<file path="src/rtl/team_06_noise_gate_if.sv">
// ---------------------------------------------------------------------------
// team_06_noise_gate_if
// Purpose : bundles the sample stream into and out of the noise gate.
// Signals : en           - gate enable from the FSM noise_gate_tog (0 = bypass)
//           sample_valid - one-cycle strobe, audio_in carries a new sample
//           audio_in     - unsigned offset-binary mic sample, 128 = silence
//           audio_out    - gated sample, held between strobes
//           out_valid    - one-cycle strobe, audio_out was just updated
//           gate_open    - high whenever the gate is not CLOSED
//           gate_state   - CLOSED=0, OPEN=1, HOLD=2, RELEASE=3
// Modports: master drives the sample stream, slave is the gate itself.
// ---------------------------------------------------------------------------
interface team_06_noise_gate_if;
  logic       en;
  logic       sample_valid;
  logic [7:0] audio_in;
  logic [7:0] audio_out;
  logic       out_valid;
  logic       gate_open;
  logic [1:0] gate_state;

  modport master (
    output en, sample_valid, audio_in,
    input  audio_out, out_valid, gate_open, gate_state
  );

  modport slave (
    input  en, sample_valid, audio_in,
    output audio_out, out_valid, gate_open, gate_state
  );
endinterface

</file>
<file path="src/rtl/team_06_noise_gate.sv">
// ---------------------------------------------------------------------------
// team_06_noise_gate
// Purpose : mutes low-level mic noise with a four-state gate (CLOSED, OPEN,
//           HOLD, RELEASE). Opening needs ATTACK_SAMPLES consecutive loud
//           samples, closing waits HOLD_SAMPLES quiet samples and then fades
//           out in halving steps of RELEASE_SAMPLES samples each.
//           Every sample is processed on its strobe with one cycle of
//           registered latency.
// Ports   : clk - system clock
//           rst - asynchronous active-low reset
//           bus - team_06_noise_gate_if slave (see interface header)
// ---------------------------------------------------------------------------
module team_06_noise_gate #(
  parameter int THRESH          = 16,
  parameter int ATTACK_SAMPLES  = 2,
  parameter int HOLD_SAMPLES    = 4,
  parameter int RELEASE_SAMPLES = 2
) (
  input  logic                 clk,
  input  logic                 rst,
  team_06_noise_gate_if.slave  bus
);

  localparam logic [7:0] THRESH_N  = 8'(THRESH);
  localparam logic [7:0] ATTACK_N  = 8'(ATTACK_SAMPLES);
  localparam logic [7:0] HOLD_N    = 8'(HOLD_SAMPLES);
  localparam logic [7:0] RELEASE_N = 8'(RELEASE_SAMPLES);
  localparam logic [7:0] SILENCE   = 8'd128;

  typedef enum logic [1:0] {
    CLOSED  = 2'd0,
    OPEN    = 2'd1,
    HOLD    = 2'd2,
    RELEASE = 2'd3
  } gate_state_e;

  gate_state_e state_q, state_d;
  logic [7:0]  run_q, run_d;
  logic [7:0]  hcnt_q, hcnt_d;
  logic [7:0]  rcnt_q, rcnt_d;
  logic [2:0]  shift_q, shift_d;
  logic [7:0]  audio_out_q, audio_out_d;
  logic        out_valid_q;

  logic        positive;
  logic [7:0]  mag;
  logic        loud;
  logic [7:0]  mag_shifted;
  logic [8:0]  att_sum;
  logic [7:0]  attenuated;

  // Distance from the 128 midpoint; audio_in=0 gives 128, which still fits.
  // The attenuated sample keeps the original polarity around 128.
  always_comb begin
    positive    = bus.audio_in[7];
    mag         = positive ? (bus.audio_in - SILENCE) : (SILENCE - bus.audio_in);
    loud        = (mag >= THRESH_N);
    mag_shifted = mag >> shift_q;
    att_sum     = {1'b0, SILENCE} + {1'b0, mag_shifted};
    if (positive) begin
      attenuated = att_sum[8] ? 8'd255 : att_sum[7:0];
    end else begin
      attenuated = SILENCE - mag_shifted;
    end
  end

  // Next-state logic. The output for a sample is chosen from the state held
  // before that sample; any transition only affects the following sample.
  // A low enable parks everything in CLOSED on every clock, strobe or not.
  always_comb begin
    state_d     = state_q;
    run_d       = run_q;
    hcnt_d      = hcnt_q;
    rcnt_d      = rcnt_q;
    shift_d     = shift_q;
    audio_out_d = audio_out_q;

    if (!bus.en) begin
      state_d = CLOSED;
      run_d   = '0;
      hcnt_d  = '0;
      rcnt_d  = '0;
      shift_d = '0;
      if (bus.sample_valid) begin
        audio_out_d = bus.audio_in;
      end
    end else if (bus.sample_valid) begin
      unique case (state_q)
        CLOSED: begin
          audio_out_d = SILENCE;
          if (loud) begin
            if (run_q + 8'd1 == ATTACK_N) begin
              state_d = OPEN;
              run_d   = '0;
            end else begin
              run_d = run_q + 8'd1;
            end
          end else begin
            run_d = '0;
          end
        end

        OPEN: begin
          audio_out_d = bus.audio_in;
          if (!loud) begin
            hcnt_d = 8'd1;
            // A one-sample hold goes straight into the first fade step.
            if (HOLD_N == 8'd1) begin
              state_d = RELEASE;
              shift_d = 3'd1;
              rcnt_d  = '0;
            end else begin
              state_d = HOLD;
            end
          end
        end

        HOLD: begin
          audio_out_d = bus.audio_in;
          if (loud) begin
            state_d = OPEN;
            hcnt_d  = '0;
          end else begin
            hcnt_d = hcnt_q + 8'd1;
            if (hcnt_q + 8'd1 == HOLD_N) begin
              state_d = RELEASE;
              shift_d = 3'd1;
              rcnt_d  = '0;
            end
          end
        end

        RELEASE: begin
          audio_out_d = attenuated;
          if (loud) begin
            state_d = OPEN;
            shift_d = '0;
            rcnt_d  = '0;
          end else if (rcnt_q + 8'd1 == RELEASE_N) begin
            rcnt_d = '0;
            // Step past shift 7 means the fade is finished.
            if (shift_q == 3'd7) begin
              state_d = CLOSED;
              shift_d = '0;
            end else begin
              shift_d = shift_q + 3'd1;
            end
          end else begin
            rcnt_d = rcnt_q + 8'd1;
          end
        end

        default: begin
          state_d = CLOSED;
        end
      endcase
    end
  end

  // State and output registers; out_valid is the strobe delayed one cycle.
  always_ff @(posedge clk or negedge rst) begin
    if (!rst) begin
      state_q     <= CLOSED;
      run_q       <= '0;
      hcnt_q      <= '0;
      rcnt_q      <= '0;
      shift_q     <= '0;
      audio_out_q <= SILENCE;
      out_valid_q <= 1'b0;
    end else begin
      state_q     <= state_d;
      run_q       <= run_d;
      hcnt_q      <= hcnt_d;
      rcnt_q      <= rcnt_d;
      shift_q     <= shift_d;
      audio_out_q <= audio_out_d;
      out_valid_q <= bus.sample_valid;
    end
  end

  assign bus.audio_out  = audio_out_q;
  assign bus.out_valid  = out_valid_q;
  assign bus.gate_open  = (state_q != CLOSED);
  assign bus.gate_state = state_q;

endmodule

</file>
<file path="src/flat_wrapper.sv">
// flat-port wrapper written by rule: the top's interface ports become plain ports
module team_06_noise_gate_flat 
#(
  parameter int THRESH          = 16,
  parameter int ATTACK_SAMPLES  = 2,
  parameter int HOLD_SAMPLES    = 4,
  parameter int RELEASE_SAMPLES = 2
)
  (clk, rst, bus_en, bus_sample_valid, bus_audio_in, bus_audio_out, bus_out_valid, bus_gate_open, bus_gate_state);
  team_06_noise_gate_if bus_i ();
  input  logic clk;
  input  logic rst;
  input wire logic [$bits(bus_i.en)-1:0] bus_en;
  input wire logic [$bits(bus_i.sample_valid)-1:0] bus_sample_valid;
  input wire logic [$bits(bus_i.audio_in)-1:0] bus_audio_in;
  output wire logic [$bits(bus_i.audio_out)-1:0] bus_audio_out;
  output wire logic [$bits(bus_i.out_valid)-1:0] bus_out_valid;
  output wire logic [$bits(bus_i.gate_open)-1:0] bus_gate_open;
  output wire logic [$bits(bus_i.gate_state)-1:0] bus_gate_state;
  assign bus_i.en = bus_en;
  assign bus_i.sample_valid = bus_sample_valid;
  assign bus_i.audio_in = bus_audio_in;
  assign bus_audio_out = bus_i.audio_out;
  assign bus_out_valid = bus_i.out_valid;
  assign bus_gate_open = bus_i.gate_open;
  assign bus_gate_state = bus_i.gate_state;
  team_06_noise_gate #(.THRESH(THRESH), .ATTACK_SAMPLES(ATTACK_SAMPLES), .HOLD_SAMPLES(HOLD_SAMPLES), .RELEASE_SAMPLES(RELEASE_SAMPLES)) u_core (.clk(clk), .rst(rst), .bus(bus_i));
endmodule
</file>
<file path="config.mk">
export PLATFORM = sky130hd
export DESIGN_NAME = team_06_noise_gate_flat
export DESIGN_NICKNAME = d
export VERILOG_FILES = /design/src/rtl/team_06_noise_gate_if.sv /design/src/rtl/team_06_noise_gate.sv /design/src/flat_wrapper.sv
export SDC_FILE = /design/constraint.sdc
export NUM_CORES = 1
export LEC_CHECK = 0
export ABC_CLOCK_PERIOD_IN_PS = 6500
export CAP_MARGIN = 20
export CORE_MARGIN = 3
export CORE_UTILIZATION = 25
export DETAILED_ROUTE_END_ITERATION = 8
export GPL_TIMING_DRIVEN = 0
export HOLD_SLACK_MARGIN = 0.1
export PLACE_DENSITY_LB_ADDON = 0.12
export SKIP_CTS_REPAIR_TIMING = 1
export SYNTH_ARGS = -nofsm -noshare
export SYNTH_HDL_FRONTEND = slang
export SYNTH_SLANG_ARGS = --single-unit
</file>
<file path="constraint.sdc">
create_clock -name clk -period 6.5 [get_ports clk]
set_clock_uncertainty 0.15 [all_clocks]
set_input_delay 1.3 -clock clk [delete_from_list [all_inputs] [get_ports clk]]
set_output_delay 1.3 -clock clk [all_outputs]
set_load 0.02 [all_outputs]
</file>
==> summary.md, run 1 <==
| Metric | Value |
|---|---|
| Synth async-reset ratio | `1.00` |
| Final Cell Area | `3770 um2` |
| Vias in the first global route | `3002` |
| Post-layout util | `0.309` |
| Top cell by count, worst path | `a21oi_1` |
| LEAKAGE | `1.51 nW` |
| Site row count | `40` |
| PortBufs | `21` |
| Worst path cell trace | `clkdlybuf4s50_1 > inv_1 > ha_1 > buf_2 > or4b_1 > a21oi_1 > a2111oi_0 > nor4_1 > nor3_1 > a21oi_1 > o311ai_1 > a31oi_1` |
| Clk root buf | `clkbuf_16` |
| Antenna diodes | `0` |
| Sequential Area | `952 um2` |
| Routed Wire Length | `8770 um` |
| Crit path required time | `6.49 ns` |
| Initial antenna violation count | `0` |
| Post-synth top cells | `o21ai_0 (46), nand2_1 (43), dfrtp_1 (37)` |
| DR vias/cell | `5.10` |
| Worst-skew pair later-pin latency | `0.28 ns` |
| Worst setup SP type | `primary input` |
| Slowest cell on the critical path | `a2111oi_0` |
| Post-DP HPWL | `6680 um` |
| Cell Area, Placed | `3600 um2` |
| Layout cell share with drive strength beyond 1 | `0.0694` |
| Yosys warnings | `0` |
| Actual slew at the worst max-slew pin | `0.823 ns` |
| Slew margin rel. | `0.437` |
| Post-Syn Instances | `402` |
| Critical path class | `primary input to flip-flop` |
| Final Setup Violations | `0` |
| CTS Buf Count | `5` |
| H-tree level count | `2` |
| Die height | `118 um` |
| CP Capture Type | `flip-flop` |
| Post-route ant nets | `0` |
| Routed len/inst | `14.6 um` |
| Clock sinks | `38` |
| Period minus WS final | `4.75 ns` |
| Starting Density | `0.259` |
| Detailed Route Iter0 Violations | `129` |
| Remaining DRCs | `0` |
| First-pass GRT wire length | `15400 um` |
| Final net count | `456` |
| Period utilisation layout | `0.730` |
| Core region area | `12200 um2` |
| Most used flip-flop cell after synthesis | `dfrtp_1` |
| Count leader, synth | `o21ai_0` |
| Largest net degree at the start of global routing | `25` |
| Post-synthesis cell area | `3160 um2` |
| Max-cap violation count | `0` |
| Syn nets | `427` |
| Number of hold violations in the final report | `0` |
| DIE WIDTH | `118 um` |
| Clk slew on worst S/H paths | `0.06 ns` |
| Max incr delay on CP | `0.73 ns` |
| Power Density | `188 nW/um2` |
| CTS tree | `done` |
| Yosys cell types | `69` |
| CTS Buffer Depth | `2` |
| Grt total ovfl | `0` |
| Max VDD drop | `86.0 uV` |
| Status | `finished clean` |
| Top cell type's share of synthesized area | `0.293` |
| Fmax | `0.211 GHz` |
| Multi-input gate area | `2030 um2` |
| Slew Limit Fails | `0` |
| Die Area | `14000 um2` |
| Vias | `3058` |
| Sum Neg Setup Slack | `0 ns` |
| Largest area contributor in the netlist | `dfrtp_1` |
| Avg Cell Area, Syn | `7.87 um2` |
| Total iterations of the first detailed-routing run | `4` |
| Fillers | `1365` |
| Worst hold-check path type | `flip-flop to flip-flop` |
| Crit path max fanout | `10` |
| RSZ-0062 raised after global routing | `no` |
| GRT Util Overall | `0.131` |
| Post-synthesis sequential area ratio | `0.301` |
| GPL Wtd Cong | `0.794` |
| Io pins | `24` |
| Crit path DAT | `4.74 ns` |
| Number of flops mapped to enable cells by yosys | `0` |
| Power, Total | `708 uW` |
| Area delta synth->final | `19.2%` |
| Post-synthesis register bit count | `38` |
| Top area cells in the synthesized netlist | `dfrtp_1 (29%), o21ai_0 (7.3%), ha_1 (5.1%), nand2_1 (5.1%), nor2_1 (3.8%)` |
-- sequential cells by signal, indices dropped and copies added (netlist names) --
signal,cells
u_core.bus.audio_out,8
u_core.bus.gate_state,2
u_core.bus.out_valid,1
u_core.hcnt_q,8
u_core.rcnt_q,8
u_core.run_q,8
u_core.shift_q,3
-- cells in the final DEF (no fill, tap or decap), drive strengths merged, types with 3 or more instances in the layout --
| master | netlist | layout |
|---|---|---|
| o21ai | 49 | 49 |
| nand2 | 44 | 44 |
| dfrtp | 37 | 37 |
| nor2 | 32 | 32 |
| clkbuf | 17 | 24 |
| nand3 | 20 | 20 |
| clkdlybuf4s50 | 0 | 20 |
| inv | 18 | 18 |
| a21oi | 15 | 15 |
| ha | 13 | 13 |
| o31ai | 12 | 12 |
| or3 | 9 | 9 |
| nor3 | 9 | 9 |
| mux2i | 9 | 9 |
| buf | 7 | 9 |
| nand2b | 8 | 8 |
| and3 | 8 | 8 |
| nor2b | 8 | 8 |
| o211ai | 6 | 6 |
| nand4 | 5 | 5 |
| o41ai | 5 | 5 |
| xor2 | 4 | 4 |
| nor4 | 4 | 4 |
| a21boi | 4 | 4 |
| a211oi | 4 | 4 |
| o22ai | 3 | 3 |
| mux2 | 3 | 3 |
| a22oi | 3 | 3 |
| a31oi | 3 | 3 |
| or2 | 3 | 3 |
| o211a | 3 | 3 |
| o21a | 3 | 3 |
-- where the power goes --
| part | internal (mW) | switching [mW] | total, mW |
|---|---|---|---|
| clock network | 0.192 | 0.0955 | 0.287 |
| registers | 0.247 | 0.0102 | 0.257 |
| logic | 0.0648 | 0.0986 | 0.163 |
-- cell families (layout without fill, tap and decap cells) --
| family | after synthesis | in the layout | share of synthesized area |
|---|---|---|---|
| mux | 12 | 12 | 0.0392 |
| buf+inv | 42 | 72 | 0.0566 |
| flops | 38 | 38 | 0.301 |
| compound gates | 131 | 131 | 0.281 |
| fa+ha+maj | 13 | 13 | 0.0514 |
| simple gates | 160 | 160 | 0.254 |
| xor+xnor | 6 | 6 | 0.0166 |
-- critical path: cells and delay by family --
family	cells	cell delay, ns
fa+ha+maj	1	0.18
buf+inv	3	0.82
simple gates	3	1.03
compound gates	5	1.40
-- path summary, 6_finish.rpt --
path	endpoint	start	slack [ns]	depth (start not counted)
max	u_core.bus.audio_out[6]	bus_audio_in[0]	1.75	12
min	u_core.bus.audio_out[7]	u_core.bus.audio_out[7]	0.34	2
max reg2reg	u_core.bus.audio_out[6]	u_core.shift_q[0]	3.16	8
min reg2reg	u_core.bus.audio_out[7]	u_core.bus.audio_out[7]	0.34	2
max in group asynchronous	u_core.bus.audio_out[7]	rst	4.86	2
min in group asynchronous	u_core.run_q[4]	rst	0.79	1
-- through the flow --
step | hold WS (ns) | setup slack, ns | std cells
finish | 0.337 | 1.75 | 600
global route | 0.361 | 1.36 | 600
CTS | 0.340 | 1.87 | 600
detailed placement | 0.327 | 1.58 | 592
global placement | 0.336 | 1.55 | 591
floorplan | 0.300 | 2.71 | 402
-- layout make-up --
class	count	area share
Multi-Input combinational cell	322	0.539
Sequential cell	38	0.253
Timing Repair Buffer	22	0.0597
Tap cell	168	0.0558
Clock buffer	7	0.0378
Buffer	24	0.0295
Inverter	18	0.0179
Clock inverter	1	0.00797
-- routing by layer --
layer	vias to the layer above	global-route usage	wire length, um
met5	-	0	0
met4	0	0.0326	98
met3	6	0.0187	236
met2	34	0.221	4180
met1	1471	0.175	4260
li1	1547	-	-
No activity file was read; power rests on OpenSTA's default activity.
==> inputs of run 2 (changes only) <==
Settings changed: ABC_CLOCK_PERIOD_IN_PS 6500 to 4100.
Clock period 6.5 ns to 4.1 ns, I/O delays scaled along.
==> run 2 against run 1 <==
  * Utilization is 0.36 points higher
  * Worst setup slack worse by 1.5 ns
  * Hold slack worse by 0.024 ns
  * Clock power is 59% higher
  * Non-clock buffer count stayed put
  * Count of clock-buffer cells in the layout stayed put
  * Design area is 1.2% higher
  * Global-route usage stayed put
  * Critical path type unchanged
  * Critical endpoint unchanged
  * Largest cell class unchanged
  * Highest routed layer unchanged
==> summary.md, run 2 (same netlist as run 1, synthesis figures left out) <==
| Metric | Value |
|---|---|
| Actual slew at the worst max-slew pin | `0.681 ns` |
| LEAKAGE | `1.52 nW` |
| Layout cell share with drive strength beyond 1 | `0.0880` |
| Post-DP HPWL | `6680 um` |
| Reg-to-Reg Start | `u_core.shift_q[0]` |
| Routed len/inst | `14.6 um` |
| Max incr delay on CP | `0.53 ns` |
| Crit path max fanout | `10` |
| Fmax | `0.260 GHz` |
| GPL Wtd Cong | `0.794` |
| Routed Wire Length | `8770 um` |
| Post-route ant nets | `0` |
| Clk slew on worst S/H paths | `0.06 ns` |
| Most common cell after layout, fill and taps aside | `o21ai_0` |
| CTS Buf Count | `5` |
| Io pins | `24` |
| CP Capture Type | `flip-flop` |
| Most frequent cells in the layout | `o21ai_0 (46), nand2_1 (43), dfrtp_1 (37)` |
| Worst setup SP type | `primary input` |
| Power, Total | `1.13 mW` |
| Max VDD drop | `136 uV` |
| Placed cells | `592` |
| Site row count | `40` |
| Vias | `3079` |
| Detailed Route Iter0 Violations | `133` |
| Critical path class | `primary input to flip-flop` |
| Final net count | `456` |
| Period utilisation layout | `0.938` |
| Slew margin rel. | `0.541` |
| Die height | `118 um` |
| Worst-skew pair later-pin latency | `0.28 ns` |
| Starting Density | `0.259` |
| CTS Buffer Depth | `2` |
| Status | `finished clean` |
| Final Setup Violations | `0` |
| Area delta synth->final | `20.6%` |
| Cell count of the worst reg-to-reg path | `10` |
| CTS tree | `done` |
| Grt total ovfl | `0` |
| R2R setup slack | `1.05 ns` |
| PortBufs | `21` |
| Max-cap violation count | `0` |
| H-tree level count | `2` |
| Die Area | `14000 um2` |
| Worst hold-check path type | `primary input to asynchronous set/reset pin` |
| Crit path required time | `4.09 ns` |
| Slew Limit Fails | `0` |
| Reg2reg end | `u_core.bus.audio_out[5]` |
| Number of hold violations in the final report | `0` |
| RSZ-0062 raised after global routing | `no` |
| Initial antenna violation count | `0` |
| GRT Util Overall | `0.131` |
| Core region area | `12200 um2` |
| Vias in the first global route | `3002` |
| Power Density | `296 nW/um2` |
| Slowest cell on the critical path | `or4b_4` |
| Clk root buf | `clkbuf_16` |
| Period minus WS final | `3.84 ns` |
| Worst path cell trace | `clkdlybuf4s50_1 > inv_1 > ha_1 > buf_2 > or4b_4 > o41ai_1 > a311oi_2 > or3_1 > nand3_1 > o221ai_1 > o311ai_1 > a31oi_1` |
| Clock sinks | `38` |
| Crit path DAT | `3.84 ns` |
| Sum Neg Setup Slack | `0 ns` |
| DR vias/cell | `5.13` |
| Fin cells | `600` |
| Antenna diodes | `0` |
| Total iterations of the first detailed-routing run | `4` |
| Largest net degree at the start of global routing | `25` |
| DIE WIDTH | `118 um` |
| First-pass GRT wire length | `15400 um` |
| Remaining DRCs | `0` |
run 2: layout make-up:
type | count | area (um2)
Multi-Input combinational cell | 322 | 2070
Inverter | 18 | 67.6
Sequential cell | 38 | 952
Timing Repair Buffer | 22 | 225
Clock buffer | 7 | 143
Fill cell | 1359 | 8400
Tap cell | 168 | 210
Clock inverter | 1 | 30.0
Buffer | 24 | 111
run 2: layer usage:
layer | GRT usage | share of wire | vias up
li1 | - | - | 1546
met1 | 0.175 | 0.49 | 1499
met2 | 0.221 | 0.48 | 28
met3 | 0.0187 | 0.021 | 6
met4 | 0.0326 | 0.011 | 0
met5 | 0 | 0 | -
run 2: worst max path at each step:
stage / from / end / slack (ns) / cells past startpoint
CTS: bus_audio_in[0] / u_core.bus.audio_out[6] / -0.05 / 12
global route: bus_audio_in[0] / u_core.bus.audio_out[6] / 0.04 / 12
detailed placement: bus_audio_in[0] / u_core.bus.audio_out[6] / -0.34 / 12
floorplan: bus_audio_in[0] / u_core.bus.audio_out[6] / 0.79 / 11
global placement: bus_audio_in[0] / u_core.bus.audio_out[6] / -0.37 / 12
finish: bus_audio_in[0] / u_core.bus.audio_out[6] / 0.26 / 12
run 2: critical path, delay by kind of cell:
kind	cells	cell delay [ns]
compound gates	5	1.02
simple gates	3	1.06
buf+inv	3	0.81
fa+ha+maj	1	0.13
run 2: metrics by stage:
stage	utilization	hold slack, ns	setup slack [ns]	area [um2]
after floorplan	-	0.300	0.788	3160
after CTS	0.309	0.321	-0.0518	3770
after global routing	0.312	0.337	0.0383	3810
final	0.312	0.313	0.256	3810
after detailed placement	0.295	0.327	-0.342	3600
after global placement	0.293	0.336	-0.367	3580
run 2: report_power, final:
group / switching, mW / total (mW) / internal [mW] / leakage (nW)
combinational: 0.160 / 0.266 / 0.107 / 0.930
sequential: 0.0164 / 0.408 / 0.392 / 0.505
clock: 0.152 / 0.456 / 0.304 / 0.0841
total: 0.328 / 1.13 / 0.802 / 1.52
